### src/rtl/pc_trace_monitor.sv
// ============================================================================
// Module   : pc_trace_monitor
// Purpose  : Holds a CPU in reset and then runs it. While it runs, every PC is
//            stored in a circular trace buffer. The run halts on a cycle
//            limit, a PC stall or (optionally) a breakpoint, and the buffer
//            can then be read out oldest entry first.
// Options  : define PC_TRACE_BREAKPOINT_EN to add the bp_en/bp_addr breakpoint.
// Revision : 1.0 - initial release
// ============================================================================
`default_nettype none

module pc_trace_monitor #(
    parameter int PC_W         = 32,
    parameter int DEPTH        = 16,
    parameter int MAX_CYCLES   = 60,
    parameter int RST_CYCLES   = 1,
    parameter int STALL_CYCLES = 4
) (
    input  logic                               clk,
    input  logic                               rst,
    input  logic                               start,
    input  logic [PC_W-1:0]                    pc_in,
    input  logic                               rd_en,
`ifdef PC_TRACE_BREAKPOINT_EN
    input  logic                               bp_en,
    input  logic [PC_W-1:0]                    bp_addr,
`endif
    output logic                               cpu_rst,
    output logic                               running,
    output logic                               halted,
    output logic [1:0]                         halt_code,
    output logic [$clog2(MAX_CYCLES+1)-1:0]    cycle_cnt,
    output logic [$clog2(DEPTH+1)-1:0]         trace_cnt,
    output logic                               overflow,
    output logic [PC_W-1:0]                    rd_data,
    output logic                               rd_valid
);

    localparam int CW  = $clog2(MAX_CYCLES + 1);
    localparam int TW  = $clog2(DEPTH + 1);
    localparam int AW  = $clog2(DEPTH);
    localparam int RCW = $clog2(RST_CYCLES + 1);
    localparam int SW  = $clog2(STALL_CYCLES + 1);

    localparam logic [1:0] IDLE  = 2'd0;
    localparam logic [1:0] RESET = 2'd1;
    localparam logic [1:0] RUN   = 2'd2;
    localparam logic [1:0] HALT  = 2'd3;

    localparam logic [1:0] CODE_LIMIT = 2'b01;
    localparam logic [1:0] CODE_STALL = 2'b10;
    localparam logic [1:0] CODE_BP    = 2'b11;

    logic [1:0]      state;
    logic [1:0]      state_nxt;
    logic [1:0]      code_nxt;
    logic [AW-1:0]   wr_ptr;
    logic [AW-1:0]   rd_ptr;
    logic [RCW-1:0]  rst_cnt;
    logic [SW-1:0]   stall_run;
    logic [SW-1:0]   stall_run_nxt;
    logic            run_first;
    logic [PC_W-1:0] prev_pc;
    logic [PC_W-1:0] mem [DEPTH];

    logic            bp_hit;
    logic            stall_hit;
    logic            limit_hit;
    logic [CW-1:0]   cycle_cnt_nxt;

`ifdef PC_TRACE_BREAKPOINT_EN
    assign bp_hit = bp_en && (pc_in == bp_addr);
`else
    assign bp_hit = 1'b0;
`endif

    // Run length of identical samples; the first sample of a run counts as one.
    assign stall_run_nxt = (run_first || (pc_in != prev_pc)) ? SW'(1) : stall_run + SW'(1);
    assign stall_hit     = (stall_run_nxt == SW'(STALL_CYCLES));
    assign cycle_cnt_nxt = cycle_cnt + CW'(1);
    assign limit_hit     = (cycle_cnt_nxt == CW'(MAX_CYCLES));

    always_comb begin
        state_nxt = state;
        code_nxt  = 2'b00;
        case (state)
            IDLE: begin
                if (start) state_nxt = RESET;
            end
            RESET: begin
                if (rst_cnt == RCW'(RST_CYCLES - 1)) state_nxt = RUN;
            end
            RUN: begin
                if (bp_hit) begin
                    state_nxt = HALT;
                    code_nxt  = CODE_BP;
                end else if (stall_hit) begin
                    state_nxt = HALT;
                    code_nxt  = CODE_STALL;
                end else if (limit_hit) begin
                    state_nxt = HALT;
                    code_nxt  = CODE_LIMIT;
                end
            end
            HALT: begin
                if (start) state_nxt = RESET;
            end
            default: state_nxt = IDLE;
        endcase
    end

    always_ff @(posedge clk) begin
        if (rst) begin
            state     <= IDLE;
            cpu_rst   <= 1'b1;
            running   <= 1'b0;
            halted    <= 1'b0;
            halt_code <= 2'b00;
            cycle_cnt <= '0;
            trace_cnt <= '0;
            overflow  <= 1'b0;
            rd_valid  <= 1'b0;
            rd_data   <= '0;
            wr_ptr    <= '0;
            rd_ptr    <= '0;
            rst_cnt   <= '0;
            stall_run <= '0;
            run_first <= 1'b1;
            prev_pc   <= '0;
        end else begin
            // Status outputs follow the state being entered so they are registered.
            state    <= state_nxt;
            cpu_rst  <= (state_nxt != RUN);
            running  <= (state_nxt == RUN);
            halted   <= (state_nxt == HALT);
            rd_valid <= 1'b0;

            case (state)
                IDLE, HALT: begin
                    if (start) begin
                        cycle_cnt <= '0;
                        trace_cnt <= '0;
                        overflow  <= 1'b0;
                        halt_code <= 2'b00;
                        wr_ptr    <= '0;
                        rd_ptr    <= '0;
                        rst_cnt   <= '0;
                        stall_run <= '0;
                        run_first <= 1'b1;
                    end else if ((state == HALT) && rd_en && (trace_cnt != '0)) begin
                        rd_data   <= mem[rd_ptr];
                        rd_valid  <= 1'b1;
                        rd_ptr    <= rd_ptr + AW'(1);
                        trace_cnt <= trace_cnt - TW'(1);
                    end
                end
                RESET: begin
                    rst_cnt <= rst_cnt + RCW'(1);
                end
                RUN: begin
                    wr_ptr    <= wr_ptr + AW'(1);
                    cycle_cnt <= cycle_cnt_nxt;
                    prev_pc   <= pc_in;
                    stall_run <= stall_run_nxt;
                    run_first <= 1'b0;
                    if (trace_cnt == TW'(DEPTH)) begin
                        rd_ptr   <= rd_ptr + AW'(1);
                        overflow <= 1'b1;
                    end else begin
                        trace_cnt <= trace_cnt + TW'(1);
                    end
                    if (state_nxt == HALT) halt_code <= code_nxt;
                end
                default: ;
            endcase
        end
    end

    // Trace storage is deliberately left out of reset.
    always_ff @(posedge clk) begin
        if (!rst && (state == RUN)) mem[wr_ptr] <= pc_in;
    end

endmodule

`default_nettype wire

### config.mk
export PLATFORM = sky130hd
export DESIGN_NAME = pc_trace_monitor
export DESIGN_NICKNAME = d
export VERILOG_FILES = /design/src/rtl/pc_trace_monitor.sv
export SDC_FILE = /design/constraint.sdc
export NUM_CORES = 1
export LEC_CHECK = 0
export BUFFER_PORTS_ARGS = -buffer_cell sky130_fd_sc_hd__buf_4
export CELL_PAD_IN_SITES_DETAIL_PLACEMENT = 2
export CELL_PAD_IN_SITES_GLOBAL_PLACEMENT = 2
export CORE_MARGIN = 4
export CORE_UTILIZATION = 50
export DETAILED_ROUTE_END_ITERATION = 10
export GPL_ROUTABILITY_DRIVEN = 0
export PLACE_DENSITY_LB_ADDON = 0.25
export SYNTH_ARGS = -nofsm -noshare
export SYNTH_HDL_FRONTEND = slang
export SYNTH_SLANG_ARGS = --single-unit
### constraint.sdc
create_clock -name clk -period 5.86 [get_ports clk]
set_input_delay 0 -clock clk [delete_from_list [all_inputs] [get_ports clk]]
set_output_delay 0 -clock clk [all_outputs]
set_load 0.02 [all_outputs]
# --- After elaboration in Yosys (flattened, before gate mapping) ---
# Memory sizes are Yosys's and may differ from the RTL's. A register that Yosys moved wholly into a read port is not among the register bits.
# Index checks and enable logic that the tools add are counted.
totals:
  reg_bits: 65
  ramBits: 512
  input_bits: 36
  out_inout_bits: 50
  wordCells: 92
  memories: 1
memory_table:
  columns: ["name", "depth", "width", "rd", "rd_ports_with_merged_regs", "write_ports", "line", "text"]
  rows:
  - ["mem", 16, 32, 1, 1, 1, "64", "logic [PC_W-1:0] mem [DEPTH];"]
op_classes:
  add_sub_neg: 7
  n_eq_ne: 15
  muxes: 34
  n_bitwise: 2
  reduce_logical: 18
ops:
  columns: ["operator", "n"]
  rows:
  - ["inequality test 32 bit", 1]
  - ["2-to-1 mux 4 bit", 4]
  - ["one-hot mux 4 bit (2 select lines)", 2]
  - ["2-to-1 mux 5 bit", 3]
  - ["AND reduction 3 bit", 5]
  - ["2-to-1 mux 2 bit", 7]
  - ["one-hot mux 6 bit (2 select lines)", 1]
  - ["one-hot mux 5 bit (2 select lines)", 1]
  - ["adder 4 x 1 -> 4 bit (second input constant)", 2]
  - ["equality test 2 bit (second input constant)", 4]
  - ["inequality test 2 bit (second input constant)", 4]
  - ["2-to-1 mux 1 bit", 7]
  - ["adder 6 x 1 -> 6 bit (second input constant)", 1]
  - ["equality test 6 bit (second input constant)", 1]
  - ["2-to-1 mux 3 bit", 2]
  - ["2-to-1 mux 6 bit", 1]
  - ["one-hot mux 1 bit (2 select lines)", 3]
  - ["one-hot mux 2 bit (3 select lines)", 1]
  - ["one-hot mux 3 bit (2 select lines)", 1]
  - ["adder 5 x 1 -> 5 bit (second input constant)", 1]
  - ["equality test 5 bit (second input constant)", 1]
  - ["nonzero test 5 bit", 1]
  - ["subtractor 5 x 1 -> 5 bit (second input constant)", 1]
  - ["one-hot mux 2 bit (2 select lines)", 1]
  - ["other kinds (15)", 20]

# --- Logic depth before layout (Yosys ltp) ---
logic_depth:
  depth_word: 9
  ltp_mapped: 9
  mapped_depth_nobuf: 8

# --- Worst setup path after synthesis ---
# OpenSTA, ideal clock, no wires.
synth_timing:
  kind: "register to register"
  start: "register state[0]"
  end: "memory mem[10][0] (enable)"
  setup_ns: 0.392
  t_arrival_ns: 1.953
  required_time_ns: 5.468
  setup_slack_ns: 3.515
  path_stages_with_launch: 7
  n_path_buf: 1
  synth_period_minus_slack_ns: 2.345
  cell_sequence: "dfxtp_1 -> inv_1 -> ha_1 -> buf_2 -> nand2b_1 -> nor3b_1 -> and2_1"
synth_via:
  elab_chain_len: 4
synth_rtl:
  columns: ["element", "line", "text"]
  rows:
  - ["start, declared", "54", "logic [1:0] state;"]
  - ["start signal, assigned", "132", "state <= state_nxt;"]
  - ["equality test 2 bit", "181", "if (!rst && (state == RUN)) mem[wr_ptr] <= pc_in;"]
  - ["logical AND 1 bit", "181", null]
  - ["2-to-1 mux 1 bit", "181", null]
  - ["2-to-1 mux 1 bit (implied by the code)", "181", null]
  - ["end, declared", "64", null]
# No other way between the ends.

# --- Final worst setup path ---
layout_timing:
  start: "register state[0]"
  end: "memory mem[4][11] (enable)"
# The elaborated chain is that of the path after synthesis.

==> metrics.md <==
| Metric | Value |
|---|---|
| Status | `finished clean` |
| Largest net degree at the start of global routing | `71` |
| TritonCTS clock tree | `built` |
| Gr ovfl total | `0` |
| Comb power frac | `19.0%` |
| Critical Path RT | `6.09 ns` |
| Power consumption | `0.0115 W` |
| DR WL/cell | `33.1 um` |
| RSZ-0062 raised after global routing | `no` |
| Die ar. | `51,000 um2` |
| Area Growth Syn to Fin | `15.8%` |
| Net Count, Synth | `1,294` |
| Critical path capture point type | `register` |
| Warning count from the yosys run | `0` |
| Post-route DRC | `0` |
| Layout cells sized above 1 | `26.6%` |
| Post-Syn Area | `23,700 um2` |
| Max-cap violation count | `0` |
| Vias in the first global route | `14.1k` |
| Area contributors post-synth | `edfxtp_1 65%, mux4_2 15%, dfxtp_1 8.2%, mux2i_1 1.6%, nand2_1 1.3%` |
| Type of the worst setup path | `reg -> reg` |
| EDFF count, synth | `512` |
| IO Pins | `86` |
| Sw Ratio | `27.0%` |
| Post-synthesis cell count | `1,245` |
| Dpl hpwl | `38.4 mm` |
| Clk Latency, worst-skew pair | `0.63 ns` |
| Cell internal pwr | `0.00841 W` |
| CTS Buf Count | `61` |
| Routed Antenna Nets | `0` |
| Clk Tree Root Cell | `clkbuf_16` |
| Slew at the pin closest to its max-slew limit | `1.24 ns` |
| Endpoints failing setup | `0` |
| First-pass GRT wire length | `99.8 mm` |
| GRT Total Usage | `26.9%` |
| Post-CTS Setup Bufs | `0` |
| Leak | `8.82 nW` |
| Most used DFF post-synth | `edfxtp_1` |
| Final #Nets | `1,423` |
| Flop pwr share | `44.2%` |
| Die width | `226 um` |
| Vias post-DR | `12.7k` |
| Via density | `6.22` |
| Top cells by count, synth | `512 x edfxtp_1, 160 x mux4_2, 97 x dfxtp_1, 81 x nand2_1, 69 x nor2_1` |
| 1st-iter DRT viols | `1,153` |
| Most frequent cell after synthesis | `edfxtp_1` |
| Clock transition at path regs | `0.06 ns` |
| Core ar. | `46,800 um2` |
| Critical Path AT | `4.24 ns` |
| PwrDens | `419 nW/um2` |
| HP Class | `in -> reg` |
| WL final | `67.4 mm` |
| Final Max Tran Viols | `0` |
| Initial antenna violation count | `0` |
| Final Cycle Share | `68.4%` |
| Rel. slew slack | `17.3%` |
| Final min period | `4.01 ns` |
| Initial Utilization | `50.7%` |
| Worst reg-to-reg setup slack | `1.85 ns` |
| Htree depth | `2` |
| Final hold vios | `0` |
| Clock sinks | `609` |
| Area leader, netlist | `edfxtp_1` |
| # rows | `79` |
| Avg Inst Size Synth | `19.1 um2` |
| DR pass1 iterations | `5` |
| Yosys top cell area share | `64.8%` |
| Seq/Total Area, Yosys | `73.0%` |
| Number of antenna diodes | `0` |
| Synth cell types | `52` |
| FF+latch count, synth | `609` |
| Setup TNS Final | `0 ns` |
| Clk pwr share | `36.8%` |
| VDD IR max | `0.373 mV` |
| NetSw | `0.00311 W` |
| Async SR Flop Fraction | `0%` |
| Startpoint Class | `register` |
| Fmax | `0.250 GHz` |
| Final Skew | `0.0140 ns` |
| Die Y-Extent | `226 um` |
| CP max FO | `56` |
| IO Port Bufs | `85` |
| Clock tree buffer depth | `3` |
==> placed cells by master, fill, tap and decap left out, types with 10 or more instances in the layout <==
| master | n |
|---|---|
| clkbuf_16 | 66 |
| and2_2 | 16 |
| nand2_1 | 81 |
| dlygate4sd3_1 | 34 |
| nor2_1 | 68 |
| mux2i_1 | 37 |
| clkinv_2 | 11 |
| xor2_1 | 28 |
| nand2b_1 | 10 |
| mux4_2 | 160 |
| edfxtp_1 | 512 |
| dfxtp_1 | 93 |
| a21oi_1 | 50 |
| clkbuf_1 | 15 |
| nand3_1 | 10 |
| buf_4 | 95 |
| ha_1 | 12 |
==> flip-flops by register name, summed over array words and instances, names as in the netlist, 2 cells and up <==
| name | cells |
|---|---|
| wr_ptr | 4 |
| prev_pc | 32 |
| halt_code | 2 |
| trace_cnt | 5 |
| state | 2 |
| cycle_cnt | 6 |
| rd_ptr | 4 |
| mem | 512 |
| stall_run | 3 |
| rd_data | 32 |
==> routing by layer <==
layer	share of wire, %	GRT usage [%]
met3	5.4	4.90
met1	39	34.7
met5	0	0
met2	52	46.6
met4	3.1	8.58
==> worst max-delay path, stage by stage (launching register included) <==
cell and delay (ns):
dfxtp_1 0.38, inv_1 0.14, ha_4 0.80, clkinv_1 0.64
nor2_1 0.38, nand2_1 0.10, nor2_1 0.19, and2_2 0.93
==> per-stage QoR <==
stage	hold slack (ns)	utilization (%)	instances	worst slack, ns	instance area (um2)
after CTS	0.0392	58.7	2034	1.83	27500
after global routing	0.136	58.7	2034	1.58	27500
after floorplan	0.0989	-	1245	3.51	23700
after detailed placement	0.352	53.4	1884	1.98	24900
after global placement	0.325	53.4	1884	2.31	24900
final	0.140	58.7	2034	1.85	27500
==> path summary, 6_finish.rpt <==
| check | from | to | cells past startpoint |
|---|---|---|---|
| setup / recovery | state[0]$_SDFF_PP0_ | mem[4][11]$_DFFE_PP_ | 7 |
| hold / removal | rd_en | rd_valid$_SDFF_PP0_ | 4 |
| hold reg to reg | rd_data[2]$_SDFFE_PP0P_ | rd_data[2]$_SDFFE_PP0P_ | 2 |
| setup reg to reg | state[0]$_SDFF_PP0_ | mem[4][11]$_DFFE_PP_ | 7 |
==> timing repair <==
item / in CTS / in global routing
hold buffers: 34 / 0
hold endpoints to repair: 562 / 0
resized for setup: 0 / 0
==> power groups by stage <==
stage                     combinational, W  sequential (W)  clock [W]
after floorplan                    0.00159         0.00503          0
after CTS                          0.00219         0.00509    0.00430
after detailed placement           0.00209         0.00517          0
after global placement             0.00198         0.00515          0
final                              0.00219         0.00509    0.00424
after global routing               0.00231         0.00511    0.00450
==> layout make-up <==
class                           count  area, um2
Sequential cell                   609      17300
Timing Repair Buffer              131       1090
Tap cell                          607        759
Fill cell                        3749      19300
Clock inverter                     28        377
Clock buffer                       88       1800
Multi-Input combinational cell    561       6070
Inverter                           10       37.5
==> cells by family (layout without fill, tap and decap cells) <==
family | after synthesis | count (layout) | synth area share (%)
AOI/OAI and AO/OA | 96 | 96 | 2.53
xor gates and xnor gates | 31 | 31 | 1.14
adders and majority gates | 13 | 13 | 0.686
buffers and inverters | 75 | 257 | 1.57
DFF | 609 | 609 | 73.0
muxes | 197 | 197 | 16.8
and+or+nand+nor | 224 | 224 | 4.30
Note: power is estimated with default switching activity, not from simulation.
